**config.mk**
```make
export PLATFORM = sky130hd
export DESIGN_NAME = ov_stream_capture
export DESIGN_NICKNAME = d
export VERILOG_FILES = /design/src/rtl/ov_stream_capture.sv
export SDC_FILE = /design/constraint.sdc
export NUM_CORES = 1
export LEC_CHECK = 0
export CAP_MARGIN = 20
export CORE_MARGIN = 1
export CORE_UTILIZATION = 51
export DETAILED_ROUTE_END_ITERATION = 10
export HOLD_SLACK_MARGIN = 0.1
export MAX_ROUTING_LAYER = met4
export PLACE_DENSITY = 0.81
export SYNTH_ARGS = -nofsm -noshare
export SYNTH_HDL_FRONTEND = slang
export SYNTH_SLANG_ARGS = --single-unit
```
**constraint.sdc**
```tcl
create_clock -name iCLK -period 2.65 [get_ports iCLK]
set_clock_uncertainty 0.05 [all_clocks]
set_input_delay 0.53 -clock iCLK [delete_from_list [all_inputs] [get_ports iCLK]]
set_output_delay 0.53 -clock iCLK [all_outputs]
set_load 0.05 [all_outputs]
```
**src/rtl/ov_stream_capture.sv**
```systemverilog
// Camera capture front end: pairs OV7670-style bytes into 16-bit YCbCr 4:2:2 words
// with X/Y coordinates, crop window, frame decimation, snapshot and stop-at-frame-end control.
module ov_stream_capture #(
    parameter int DATA_W  = 8,
    parameter int X_W     = 11,
    parameter int Y_W     = 10,
    parameter int FRAME_W = 32
) (
    input  logic                  iCLK,
    input  logic                  iRST,
    input  logic [DATA_W-1:0]     iDATA,
    input  logic                  iFVAL,
    input  logic                  iLVAL,
    input  logic                  iSTART,
    input  logic                  iSNAP,
    input  logic                  iEND,
    input  logic                  iSWAP,
    input  logic [3:0]            iDECIM,
    input  logic [X_W-1:0]        iX0,
    input  logic [X_W-1:0]        iX1,
    input  logic [Y_W-1:0]        iY0,
    input  logic [Y_W-1:0]        iY1,
    output logic [2*DATA_W-1:0]   oPIX,
    output logic                  oDVAL,
    output logic                  oSOF,
    output logic [X_W-1:0]        oX_Cont,
    output logic [Y_W-1:0]        oY_Cont,
    output logic [FRAME_W-1:0]    oFrame_Cont,
    output logic                  oBUSY
);

    typedef enum logic [1:0] {
        IDLE  = 2'd0,
        ARMED = 2'd1,
        SKIP  = 2'd2,
        CAPT  = 2'd3
    } state_t;

    state_t               state_q, state_d;
    logic                 single_q, single_d;
    logic                 stopReq_q, stopReq_d;
    logic [3:0]           dcnt_q, dcnt_d;
    logic                 fval_q, lval_q;
    logic                 phase_q, phase_d;
    logic [DATA_W-1:0]    latch_q, latch_d;
    logic [X_W-1:0]       x_q, x_d;
    logic [Y_W-1:0]       y_q, y_d;
    logic                 linePix_q, linePix_d;
    logic                 sofPend_q, sofPend_d;
    logic [2*DATA_W-1:0]  pix_q, pix_d;
    logic                 dval_q, dval_d;
    logic                 sof_q, sof_d;
    logic [X_W-1:0]       xOut_q, xOut_d;
    logic [Y_W-1:0]       yOut_q, yOut_d;
    logic [FRAME_W-1:0]   frame_q, frame_d;
    logic                 busy_q;

    logic                 fvalRise, fvalFall, lvalFall;
    logic                 byteEn, inCrop;
    logic [2*DATA_W-1:0]  pixWord;

    assign fvalRise = iFVAL & ~fval_q;
    assign fvalFall = ~iFVAL & fval_q;
    assign lvalFall = ~iLVAL & lval_q;
    assign byteEn   = (state_q == CAPT) & iLVAL;
    assign inCrop   = (x_q >= iX0) && (x_q <= iX1) && (y_q >= iY0) && (y_q <= iY1);
    assign pixWord  = iSWAP ? {iDATA, latch_q} : {latch_q, iDATA};

    always_comb begin
        state_d   = state_q;
        single_d  = single_q;
        stopReq_d = stopReq_q;
        dcnt_d    = dcnt_q;
        frame_d   = frame_q;

        case (state_q)
            IDLE: begin
                if (!iEND && (iSTART || iSNAP)) begin
                    state_d  = ARMED;
                    single_d = ~iSTART;
                end
            end
            ARMED: begin
                if (iSNAP) single_d = 1'b1;
                if (iEND) begin
                    state_d = IDLE;
                end else if (fvalRise) begin
                    if (dcnt_q == iDECIM) begin
                        state_d = CAPT;
                        dcnt_d  = 4'd0;
                    end else begin
                        state_d = SKIP;
                        dcnt_d  = dcnt_q + 4'd1;
                    end
                end
            end
            default: begin
                if (iEND) stopReq_d = 1'b1;
                if (fvalFall) begin
                    if (state_q == CAPT) frame_d = frame_q + FRAME_W'(1);
                    if ((single_q && (state_q == CAPT)) || stopReq_d) state_d = IDLE;
                    else state_d = ARMED;
                end
            end
        endcase

        if (state_d == IDLE) stopReq_d = 1'b0;
    end

    // Byte pairing, coordinate counters and the crop-gated output word.
    always_comb begin
        phase_d   = phase_q;
        latch_d   = latch_q;
        x_d       = x_q;
        y_d       = y_q;
        linePix_d = linePix_q;
        sofPend_d = sofPend_q;
        pix_d     = pix_q;
        xOut_d    = xOut_q;
        yOut_d    = yOut_q;
        dval_d    = 1'b0;
        sof_d     = 1'b0;

        if (byteEn) begin
            if (!phase_q) begin
                latch_d = iDATA;
                phase_d = 1'b1;
            end else begin
                phase_d   = 1'b0;
                pix_d     = pixWord;
                xOut_d    = x_q;
                yOut_d    = y_q;
                dval_d    = inCrop;
                sof_d     = inCrop & sofPend_q;
                linePix_d = 1'b1;
                if (inCrop) sofPend_d = 1'b0;
                if (x_q != '1) x_d = x_q + X_W'(1);
            end
        end

        if (lvalFall) begin
            phase_d   = 1'b0;
            x_d       = '0;
            linePix_d = 1'b0;
            if (linePix_q && (y_q != '1)) y_d = y_q + Y_W'(1);
        end

        if (fvalRise) begin
            phase_d   = 1'b0;
            x_d       = '0;
            y_d       = '0;
            linePix_d = 1'b0;
        end

        if ((state_q != CAPT) && (state_d == CAPT)) sofPend_d = 1'b1;
    end

    always_ff @(posedge iCLK) begin
        if (iRST) begin
            state_q   <= IDLE;
            single_q  <= 1'b0;
            stopReq_q <= 1'b0;
            dcnt_q    <= iDECIM;
            fval_q    <= 1'b0;
            lval_q    <= 1'b0;
            phase_q   <= 1'b0;
            latch_q   <= '0;
            x_q       <= '0;
            y_q       <= '0;
            linePix_q <= 1'b0;
            sofPend_q <= 1'b0;
            pix_q     <= '0;
            dval_q    <= 1'b0;
            sof_q     <= 1'b0;
            xOut_q    <= '0;
            yOut_q    <= '0;
            frame_q   <= '0;
            busy_q    <= 1'b0;
        end else begin
            state_q   <= state_d;
            single_q  <= single_d;
            stopReq_q <= stopReq_d;
            dcnt_q    <= dcnt_d;
            fval_q    <= iFVAL;
            lval_q    <= iLVAL;
            phase_q   <= phase_d;
            latch_q   <= latch_d;
            x_q       <= x_d;
            y_q       <= y_d;
            linePix_q <= linePix_d;
            sofPend_q <= sofPend_d;
            pix_q     <= pix_d;
            dval_q    <= dval_d;
            sof_q     <= sof_d;
            xOut_q    <= xOut_d;
            yOut_q    <= yOut_d;
            frame_q   <= frame_d;
            busy_q    <= (state_d != IDLE);
        end
    end

    assign oPIX        = pix_q;
    assign oDVAL       = dval_q;
    assign oSOF        = sof_q;
    assign oX_Cont     = xOut_q;
    assign oY_Cont     = yOut_q;
    assign oFrame_Cont = frame_q;
    assign oBUSY       = busy_q;

endmodule

```
After elaboration in Yosys (flattened, before gate mapping):

Cells that the tools add are included.

* register bits after elaboration: 114
* bits in latches: 0
* memory bits (writable): 0
* ROM bits: 0
* input port bits: 62
* output and inout port bits: 72
* word-level logic and storage cells: 104
* memories: 0

* add/sub/neg operators: 4
* multipliers: 0
* divide/modulo/power cells: 0
* $lt $le $gt $ge: 4
* eq/ne operators: 10
* shifts and indexed selects: 0
* mux-type cells: 23
* bitwise operators: 12
* reduce and logical (&&, ||, !) cells: 32

Operators by type and width (number)
* $add A32 B1 Y32 const B: 1
* $mux W4: 5
* $mux W16: 1
* $reduce_and A3 Y1: 5
* $reduce_bool A2 Y1: 7
* $add A11 B1 Y11 const B: 1
* $ge A11 B11 Y1: 1
* $le A11 B11 Y1: 1
* $mux W1: 11
* $ne A11 B11 Y1 const B: 1
* $add A10 B1 Y10 const B: 1
* $ge A10 B10 Y1: 1
* $le A10 B10 Y1: 1
* $ne A10 B10 Y1 const B: 1
* $mux W2: 4
* $ne A2 B2 Y1 const B: 4
* $logic_and A1 B1 Y1: 7
* $not A1 Y1: 7
* $reduce_and A2 Y1: 3
* $reduce_or A2 Y1: 3
* $reduce_or A3 Y1: 2
* $and A1 B1 Y1: 5
* $add A4 B1 Y4 const B: 1
* $eq A2 B2 Y1 const B: 2
* other kinds (7): 9

Depth between registers and ports, before layout:

Gate-level depths: netlist (run 1).

* depth after elaboration: 11
* depth in mapped cells: 9
* mapped depth without buffers: 8

Worst setup path before layout (run 1):

Ideal clock, no wire load.

* path type: reg-to-reg
* start point: register frame_q[3] (netlist: oFrame_Cont[3])
* end point: register frame_q[28] (netlist: oFrame_Cont[28])
* setup time: 128 ps
* data arrival time: 2024 ps
* data required time: 2472 ps
* setup slack: 448 ps
* cell stages (with the launch flop): 8
* path buffers: 1
* clock period less this slack: 2202 ps
* cells stage by stage: dfxtp_1 and4_2 and4_2 nand4_2 buf_6 nor3_2 xnor2_1 nor2_1

* longest elaborated chain between the ends: 1

RTL lines
* from (decl): RTL line 55 `logic [FRAME_W-1:0] frame_q, frame_d;`
* from (signal assigned): RTL line 197 `frame_q <= frame_d;`
* $add A32 B1 Y32: RTL line 100 `if (state_q == CAPT) frame_d = frame_q + FRAME_W'(1);`

Every way passes these cells.
A chain may end at the register's enable or synchronous reset.

Final worst setup path (run 1):

* start point: input port iY1[7]
* end point: register sof_q (netlist: oSOF)

* longest elaborated chain between the ends: 3

RTL lines
* from (decl): RTL line 22 `input logic [Y_W-1:0] iY1,`
* $le A10 B10 Y1: RTL line 66 `assign inCrop = (x_q >= iX0) && (x_q <= iX1) && (y_q >= iY0) && (y_q <= iY1);`
* $logic_and A1 B1 Y1: RTL line 66
* $and A1 B1 Y1: RTL line 134 `sof_d = inCrop & sofPend_q;`
* to (signal assigned): RTL line 174 `sof_q <= 1'b0;`
* to (signal assigned): RTL line 194 `sof_q <= sof_d;`
* to (decl): RTL line 52 `logic sof_q, sof_d;`

Every way passes these cells.

==> results of run 1 <==
## synthesized netlist by cell type, drive strengths merged (2+ instances only)
cell type,instances
nor4b,2
xor2,22
or3,8
clkbuf,19
edfxtp,4
nand3,21
a211oi,20
o31ai,3
and3,6
nand2,85
nor2,81
o2111ai,2
xnor2,26
o41ai,2
inv,53
o21ai,19
a21oi,57
nor3,16
nor2b,5
and2,2
dfxtp,110
nand2b,4
mux2i,18
and4,6
nor3b,2
a21o,4
nand4,20
a31oi,3
ha,46
o21a,2
buf,8
nand3b,2
nor4,6
## worst paths after layout
| kind | start | cells after the start | endpoint | slack, ns |
|---|---|---|---|---|
| worst min-delay path | oY_Cont[4] | 2 | oY_Cont[4] | 0.41 |
| worst min register to register | oY_Cont[4] | 2 | oY_Cont[4] | 0.41 |
| worst max register to register | y_q[7] | 7 | oSOF | 0.38 |
| worst max-delay path | iY1[7] | 9 | oSOF | 0.22 |
## stage by stage
step           instances  setup slack [ns]
6_report             988             0.219
5_1_grt              988            0.0659
4_1_cts              988             0.213
3_5_place_dp         956            -0.211
3_3_place_gp         956           -0.0584
2_1_floorplan        692             0.448
## kinds of logic after synthesis
group | after synthesis
AOI/OAI and AO/OA | 118
muxes | 19
buffers and inverters | 80
xor gates and xnor gates | 48
DFF | 114
and+or+nand+nor | 267
adders and majority gates | 46
## power groups by stage
stage	clock [mW]	sequential [mW]	combinational (mW)
6_report	2.13	1.76	0.256
5_1_grt	2.25	1.75	0.283
4_1_cts	2.15	1.76	0.257
3_5_place_dp	0	1.79	0.256
3_3_place_gp	0	1.79	0.243
2_1_floorplan	0	1.79	0.125
## cell type report
cell class | count | area [sq um]
multi-input combinational | 498 | 3230
fill | 838 | 3080
sequential | 114 | 2320
timing repair buffer | 151 | 1460
clock buffer | 28 | 518
inverter | 53 | 199
tap | 140 | 175
clock inverter | 4 | 45.0
## worst max-delay path, cell delays in order
cell	delay, ns
clkdlybuf4s50_1	0.45
inv_1	0.04
ha_1	0.30
a211oi_1	0.25
nor2_1	0.09
o41ai_1	0.46
nand4_1	0.20
buf_4	0.19
nor3b_1	0.18
## flip-flops by register name (all words and copies together), names as in the netlist
name and count:
x_q 11, dcnt_q 4, oDVAL 1, oY_Cont 10, oPIX 16, sofPend_q 1, lval_q 1, linePix_q 1
oX_Cont 11, stopReq_q 1, oBUSY 1, state_q 2, oFrame_Cont 32, oSOF 1, y_q 10, phase_q 1
fval_q 1, latch_q 8, single_q 1
## layer usage
layer	GRT usage, %	wire, um	vias to the layer above
met5	-	0	-
met4	8.57	257	0
met3	6.40	727	24
met2	44.5	7300	133
met1	28.1	5960	2533
li1	-	-	2674
## cell usage in the layout, fill, tap and decap left out, types with 3 or more instances in the layout
master	count
a211oi_1	20
a21o_1	4
a21oi_1	57
a31oi_1	3
and3_1	5
and4_1	3
buf_4	18
clkbuf_1	7
clkbuf_16	18
clkbuf_8	3
clkdlybuf4s50_1	132
clkinv_2	3
dfxtp_1	110
edfxtp_1	4
ha_1	46
inv_1	53
mux2i_1	18
nand2_1	85
nand2b_1	4
nand3_1	21
nand4_1	17
nor2_1	80
nor2b_1	5
nor3_1	9
nor3_2	7
nor4_1	5
o21ai_0	19
o31ai_1	3
or3_1	6
xnor2_1	26
xor2_1	22
==> impl_metrics.tcl, run 1 <==
set metrics [dict create \
    outcome "complete, no violations" \
    pwr-share-seq_pct 42.4 \
    ports 134 \
    synth_simple_gate_area_share_pct 22.6 \
    total_wirelength_um 14200 \
    postSynthCellCount 692 \
    total_number_of_vias 5364 \
    htree_num_levels 4 \
    cts-root-buf "clkbuf_16" \
    power.ir.vdd_worst_mv 0.566 \
    num-nets-final 943 \
    fin_total_pwr_mw 4.14 \
    numClockSinks 114 \
    hold_slack_ns 0.411 \
    clock_tree_from_tritoncts "done" \
    synth.largest_area_cell "dfxtp_1" \
    power.net_switching_uw 847 \
    cellPowerDensity_nw_per_um2 521 \
    worst_pin_slew_ns 0.657 \
    drv_slew 0 \
    gp_congestion 0.882 \
    number_of_core_rows 38 \
    number_of_global_route_vias_before_repair 5311 \
    post_synth_instance_area_sq_um 5870 \
    power.clock.fraction_pct 51.4 \
    post_cts_hold_buffer_count 0 \
    final_core_util_pct 72.1 \
    placed_area_sq_um 7390 \
    largest_buffer_count_on_any_clock_path 2 \
    p_int_mw 3.29 \
    clkLatencyLatePin_ns 0.40 \
    finalSetupTns_ns 0 \
    crit_required_ns 2.91 \
    timing.critical_path.arrival_ns 2.69 \
    floorplan.die_area_sq_um 11900 \
    final.period_utilization_pct 91.7 \
    globalRouteOverflowTotal 0 \
    dp.final_hpwl_um 10700 \
    antenna_violations_before_repair 0 \
    final_design_area_no_fill_sq_um 7950 \
    grt_max_degree 56 \
    power_frac_comb_pct 6.2 \
    layout-drive-gt1-share_pct 7.43 \
    synth_largest_type_area_fraction_pct 37.5 \
    cts_buffers 17 \
    hold_viol 0 \
    initial_utilization_pct 53.2 \
    postCtsResizedCells 0 \
    critPathKind "in2reg" \
    synth_top_flop_cell "dfxtp_1" \
    dominant_cells_by_area_after_synthesis "dfxtp_1, ha_1, nand2_1, nor2_1, a21oi_1" \
    yosys.cell_types.count 52 \
    post_synth_xor_area_fraction_pct 7.17 \
    die_w_um 109 \
    yosysSeqAreaShare_pct 39.6 \
    worst_hold_path_type "reg2reg" \
    asyncSetResetFlopFracSynth_pct 0 \
    critical_path.startpoint_type "input port" \
    critPathCaptureType "flop" \
    power.share.switching_pct 20.4 \
    die_height_um 109 \
    drt-pass1-iter-count 4 \
    synth-adder-area-share_pct 9.81 \
    total_leakage_power_nw 3.09 \
    detailedRoute.firstIterationViolations 273 \
    cts.clk_slew.worst_paths_ns 0.05 \
    drcViolationCount 0 \
    postSynthAreaPerCell_sq_um 8.48 \
    synth.mux.area_fraction_pct 3.26 \
    via_count_normalized_by_instance_count 5.43 \
    layout_overhead_on_the_synthesized_area_pct 35.5 \
    synth-compound-area-share_pct 12.0 \
    numPortBuffers 133 \
    drt-wirelength-per-cell_um 14.4 \
    critical_path_peak_fanout 2 \
    count_of_antenna_diodes_in_the_layout 0 \
    slew_headroom_pct 56.1 \
    cts_post_setup_buffers_inserted 0 \
    synth_top_family_by_area "simple AND/OR/NAND/NOR gates" \
    drtAntennaViolNets 0 \
    drv_cap 0 \
    core_area_sq_um 11000 \
    grt.total_usage_pct 25.4 \
    max_freq_ghz 0.411 \
    period_minus_slack_ns 2.43 \
    net_count_synth 800 \
    ys_warn_count 0 \
    edff_count_synth 4 \
    grt_pass1_wl_um 23200 \
    grt_setup_unrepaired "false" \
    setup_viols_final 0 \
    ys_seq_elements 114 \
]
Note: power is estimated with default switching activity, not from simulation.
==> inputs of run 2 (changes only) <==
- CORE_MARGIN: 1 -> 10
==> impl_metrics.tcl, run 2 (synthesized netlist as in run 1, its figures left out) <==
set metrics [dict create \
    die_w_um 127 \
    power.ir.vdd_worst_mv 0.461 \
    worstHoldPathCells 2 \
    drtAntennaViolNets 0 \
    cts.clk_slew.worst_paths_ns 0.05 \
    layout_commonest_cell "clkdlybuf4s50_1" \
    number_of_global_route_vias_before_repair 5540 \
    drt-wirelength-per-cell_um 15.8 \
    largest_buffer_count_on_any_clock_path 2 \
    drv_cap 0 \
    mostFrequentLayoutCells "clkdlybuf4s50_1, dfxtp_1, nand2_1" \
    drcViolationCount 0 \
    cts_buffers 17 \
    post_cts_hold_buffer_count 0 \
    layout_overhead_on_the_synthesized_area_pct 37.3 \
    finalSetupTns_ns 0 \
    final.period_utilization_pct 92.2 \
    clkLatencyLatePin_ns 0.41 \
    grt_max_degree 56 \
    outcome "complete, no violations" \
    antenna_violations_before_repair 0 \
    max_freq_ghz 0.409 \
    postCtsResizedCells 0 \
    total_number_of_vias 5401 \
    timing.critical_path.arrival_ns 2.69 \
    ports 134 \
    setup_ws_ns 0.206 \
    via_count_normalized_by_instance_count 5.44 \
    slew_headroom_pct 60.5 \
    count_of_antenna_diodes_in_the_layout 0 \
    die_height_um 127 \
    num-nets-final 945 \
    globalRouteOverflowTotal 0 \
    drv_slew 0 \
    total_wirelength_um 15700 \
    detailedRoute.firstIterationViolations 276 \
    grt.total_usage_pct 19.3 \
    drt-pass1-iter-count 5 \
    number_of_core_rows 39 \
    layout-drive-gt1-share_pct 8.12 \
    grt_setup_unrepaired "false" \
    core_area_sq_um 11300 \
    largest_register_ffs 32 \
    floorplan.die_area_sq_um 16200 \
    critical_path_peak_fanout 3 \
    period_minus_slack_ns 2.44 \
    dp.final_hpwl_um 11900 \
    total_leakage_power_nw 3.14 \
    critical_path.startpoint_type "input port" \
    initial_utilization_pct 51.8 \
    grt_pass1_wl_um 25400 \
    fill_cells 853 \
    cts-root-buf "clkbuf_16" \
    numClockSinks 114 \
    cts_post_setup_buffers_inserted 0 \
    setup_viols_final 0 \
    crit_required_ns 2.89 \
    clock_tree_from_tritoncts "done" \
    htree_num_levels 4 \
    gp_congestion 0.855 \
    preCtsSetupSlack_ns -0.208 \
    hold_viol 0 \
    critPathCaptureType "flop" \
    numPortBuffers 133 \
    worst_pin_slew_ns 0.587 \
    worst_r2r_path_depth 6 \
    critPathKind "in2reg" \
    cellPowerDensity_nw_per_um2 557 \
    worst_hold_path_type "reg2reg" \
]
-- run 2: cell types whose count changed in the layout (fill, tap and decap cells not counted), sizes merged --
cell / change
clkinvlp: +1
bufinv: +3
clkinv: +1
buf: +2
clkbuf: -5
-- run 2: metrics by stage --
step | instances | hold WS, ns | cell area [sq um] | power (mW) | util [%]
floorplan | 692 | 0.391 | 5870 | 1.91 | -
global placement | 961 | 0.395 | 7400 | 2.03 | 65.4
detailed placement | 961 | 0.402 | 7400 | 2.05 | 65.4
CTS | 993 | 0.411 | 8050 | 4.51 | 71.1
global route | 993 | 0.428 | 8050 | 4.63 | 71.1
finish | 993 | 0.408 | 8050 | 4.48 | 71.1
-- run 2: critical path: stages --
cell,delay [ns]
clkdlybuf4s50_1,0.45
inv_1,0.04
ha_1,0.32
a21oi_1,0.22
o21ai_0,0.12
o41ai_1,0.35
buf_4,0.17
nand4_1,0.15
a32o_1,0.32
-- run 2: worst paths after layout --
check / start / endpoint / slack, ns
max: iX1[10] / sofPend_q / 0.21
min: oY_Cont[9] / oY_Cont[9] / 0.41
min reg2reg: oY_Cont[9] / oY_Cont[9] / 0.41
max reg2reg: y_q[7] / sofPend_q / 0.40
-- run 2: layout make-up --
type	count	area (sq um)	area share (%)
Sequential cell	114	2320	28.8
Timing Repair Buffer	153	1480	18.3
Multi-Input combinational cell	498	3230	40.1
Clock buffer	23	500	6.22
Tap cell	143	179	2.22
Clock inverter	9	148	1.83
Inverter	53	199	2.47
-- run 2: power breakdown --
part           total [mW]  switching (mW)  internal [mW]
combinational       0.258           0.120          0.138
sequential           1.75          0.0135           1.74
clock                2.47           0.768           1.70
-- run 2: metal layers --
layer	part of all wire [%]	global-route usage [%]	vias to the layer above
met5	0	-	-
met4	1.8	7.90	0
met1	38	19.2	2553
li1	-	-	2686
met3	5.9	6.45	27
met2	54	34.1	135
==> inputs of run 3 (changes only) <==
- CORE_UTILIZATION: 51 -> 46
- PLACE_DENSITY: 0.81 -> 0.77
- clock period: 2.65 -> 2.1 ns (I/O delays scaled with it)
==> impl_metrics.tcl, run 3 (synthesized netlist as in run 1, its figures left out) <==
set metrics [dict create \
    outcome "finished, violations left" \
    violated_checks "setup timing" \
    placed_area_sq_um 7760 \
    final_core_util_pct 69.6 \
    power.share.switching_pct 21.0 \
    crit_required_ns 2.34 \
    finalSetupTns_ns -0.0853 \
    power_frac_comb_pct 7.0 \
    largest_register_ffs 32 \
    cellPowerDensity_nw_per_um2 635 \
    critPathKind "in2reg" \
    grt_busiest_layer "met2" \
    worst_r2r_path_depth 6 \
    detailedRoute.firstIterationViolations 233 \
    htree_num_levels 4 \
    cts-root-buf "clkbuf_16" \
    count_of_antenna_diodes_in_the_layout 0 \
    grt_max_degree 92 \
    die_height_um 133 \
    drv_cap 0 \
    routing_usage_on_met1_pct 19.1 \
    worst_pin_slew_ns 0.540 \
    timing.critical_path.arrival_ns 2.43 \
    drt-pass1-iter-count 5 \
    mostFrequentLayoutCells "dfxtp_1, clkdlybuf4s50_1, nand2_1" \
    antenna_violations_before_repair 0 \
    worstHoldPathCells 3 \
    drcViolationCount 0 \
    floorplan.die_area_sq_um 17700 \
    drv_slew 0 \
    max_freq_ghz 0.458 \
    layout_overhead_on_the_synthesized_area_pct 49.1 \
    die_w_um 133 \
    critical_path_peak_fanout 3 \
    cts.clk_slew.worst_paths_ns 0.05 \
    numPortBuffers 133 \
    clock_tree_from_tritoncts "done" \
    critical_path.startpoint_type "input port" \
    cts_buffers 17 \
    total_wirelength_um 17200 \
    final_design_area_no_fill_sq_um 8750 \
    fill_cells 963 \
    pwr-share-seq_pct 39.8 \
    grt.total_usage_pct 18.8 \
    num-nets-final 984 \
    hold_viol 0 \
    power.clock.fraction_pct 53.2 \
    slew_headroom_pct 63.9 \
    post_cts_hold_buffer_count 0 \
    drt-wirelength-per-cell_um 16.2 \
    number_of_global_route_vias_before_repair 5750 \
    power.ir.vdd_worst_mv 0.532 \
    total_leakage_power_nw 3.77 \
    worst_hold_path_type "in2reg" \
    p_int_mw 4.39 \
    groute.layer.met2.usage_pct 33.9 \
    via_count_normalized_by_instance_count 5.28 \
    grt_setup_unrepaired "true" \
    initial_utilization_pct 46.7 \
    power.net_switching_mw 1.17 \
    grt_use_met3_pct 5.26 \
    total_number_of_vias 5597 \
    dp.final_hpwl_um 12500 \
    gp_congestion 0.875 \
    core_area_sq_um 12600 \
    critPathCaptureType "flop" \
    period_minus_slack_ns 2.19 \
    drtAntennaViolNets 0 \
    grt_pass1_wl_um 27100 \
    globalRouteOverflowTotal 0 \
    layout_commonest_cell "dfxtp_1" \
    setup_viols_final 1 \
    ports 134 \
    numClockSinks 114 \
    largest_buffer_count_on_any_clock_path 2 \
    setup_ws_ns -0.0853 \
    clkLatencyLatePin_ns 0.41 \
    layout-drive-gt1-share_pct 17.9 \
    number_of_core_rows 41 \
    final.period_utilization_pct 104 \
]
run 3: cell count changes in the layout (fill, tap and decap cells not counted), sizes merged:
cell	change
dlymetal6s2s	+20
clkdlybuf4s50	-43
dlygate4sd2	+21
buf	+41
bufinv	-1
clkinv	-1
clkinvlp	+2
run 3: routing by layer:
metal / part of all wire, % / vias to the layer above
met1: 39 / 2665
met2: 53 / 143
met3: 4.7 / 33
li1: - / 2756
met4: 2.7 / 0
met5: 0 / -
run 3: power groups by stage:
stage / Combinational (mW) / Sequential, mW / Clock [mW]
6_report: 0.392 / 2.21 / 2.95
5_1_grt: 0.427 / 2.21 / 3.10
4_1_cts: 0.356 / 2.21 / 3.00
3_5_place_dp: 0.350 / 2.25 / 0
3_3_place_gp: 0.333 / 2.25 / 0
2_1_floorplan: 0.157 / 2.26 / 0
run 3: area by class of cell:
class	count	area [sq um]	share of cell area [%]
clock buffers	23	488	5.58
clock inverters	9	128	1.46
inverters	53	199	2.27
multi-input cells	498	3560	40.7
flip-flops and latches	114	2330	26.6
well taps	172	215	2.46
repair buffers	192	1830	20.9
run 3: stage by stage:
| stage | hold slack (ns) | power, mW | std cells | setup slack, ns |
|---|---|---|---|---|
| finish | 0.398 | 5.56 | 1061 | -0.0853 |
| global route | 0.402 | 5.74 | 1061 | -0.129 |
| CTS | 0.381 | 5.56 | 1060 | -0.0305 |
| global placement | 0.396 | 2.59 | 1028 | -0.597 |
| floorplan | 0.391 | 2.41 | 692 | 0.00657 |
| detailed placement | 0.401 | 2.61 | 1028 | -0.663 |
run 3: worst max-delay path: stages:
cell and delay, ns:
clkdlybuf4s50_1 0.45, inv_1 0.06, ha_4 0.24, a21oi_1 0.15, a21oi_1 0.14, o41ai_2 0.40
nand4_1 0.25, a32o_1 0.32
run 3: path summary, 6_finish.rpt:
kind                          to  slack [ns]       start
setup / recovery       sofPend_q       -0.09      iX1[2]
setup reg to reg       sofPend_q       -0.03      x_q[2]
hold / removal    oFrame_Cont[8]        0.40        iRST
hold reg to reg       oY_Cont[4]        0.41  oY_Cont[4]
run 3: repair_timing:
item                                    in CTS  in global routing
gates cloned                                 0                  0
endpoints found under the setup margin      24                 19
resized for setup                           30                 62
pin swaps                                   10                 21
buffers inserted                             0                  1
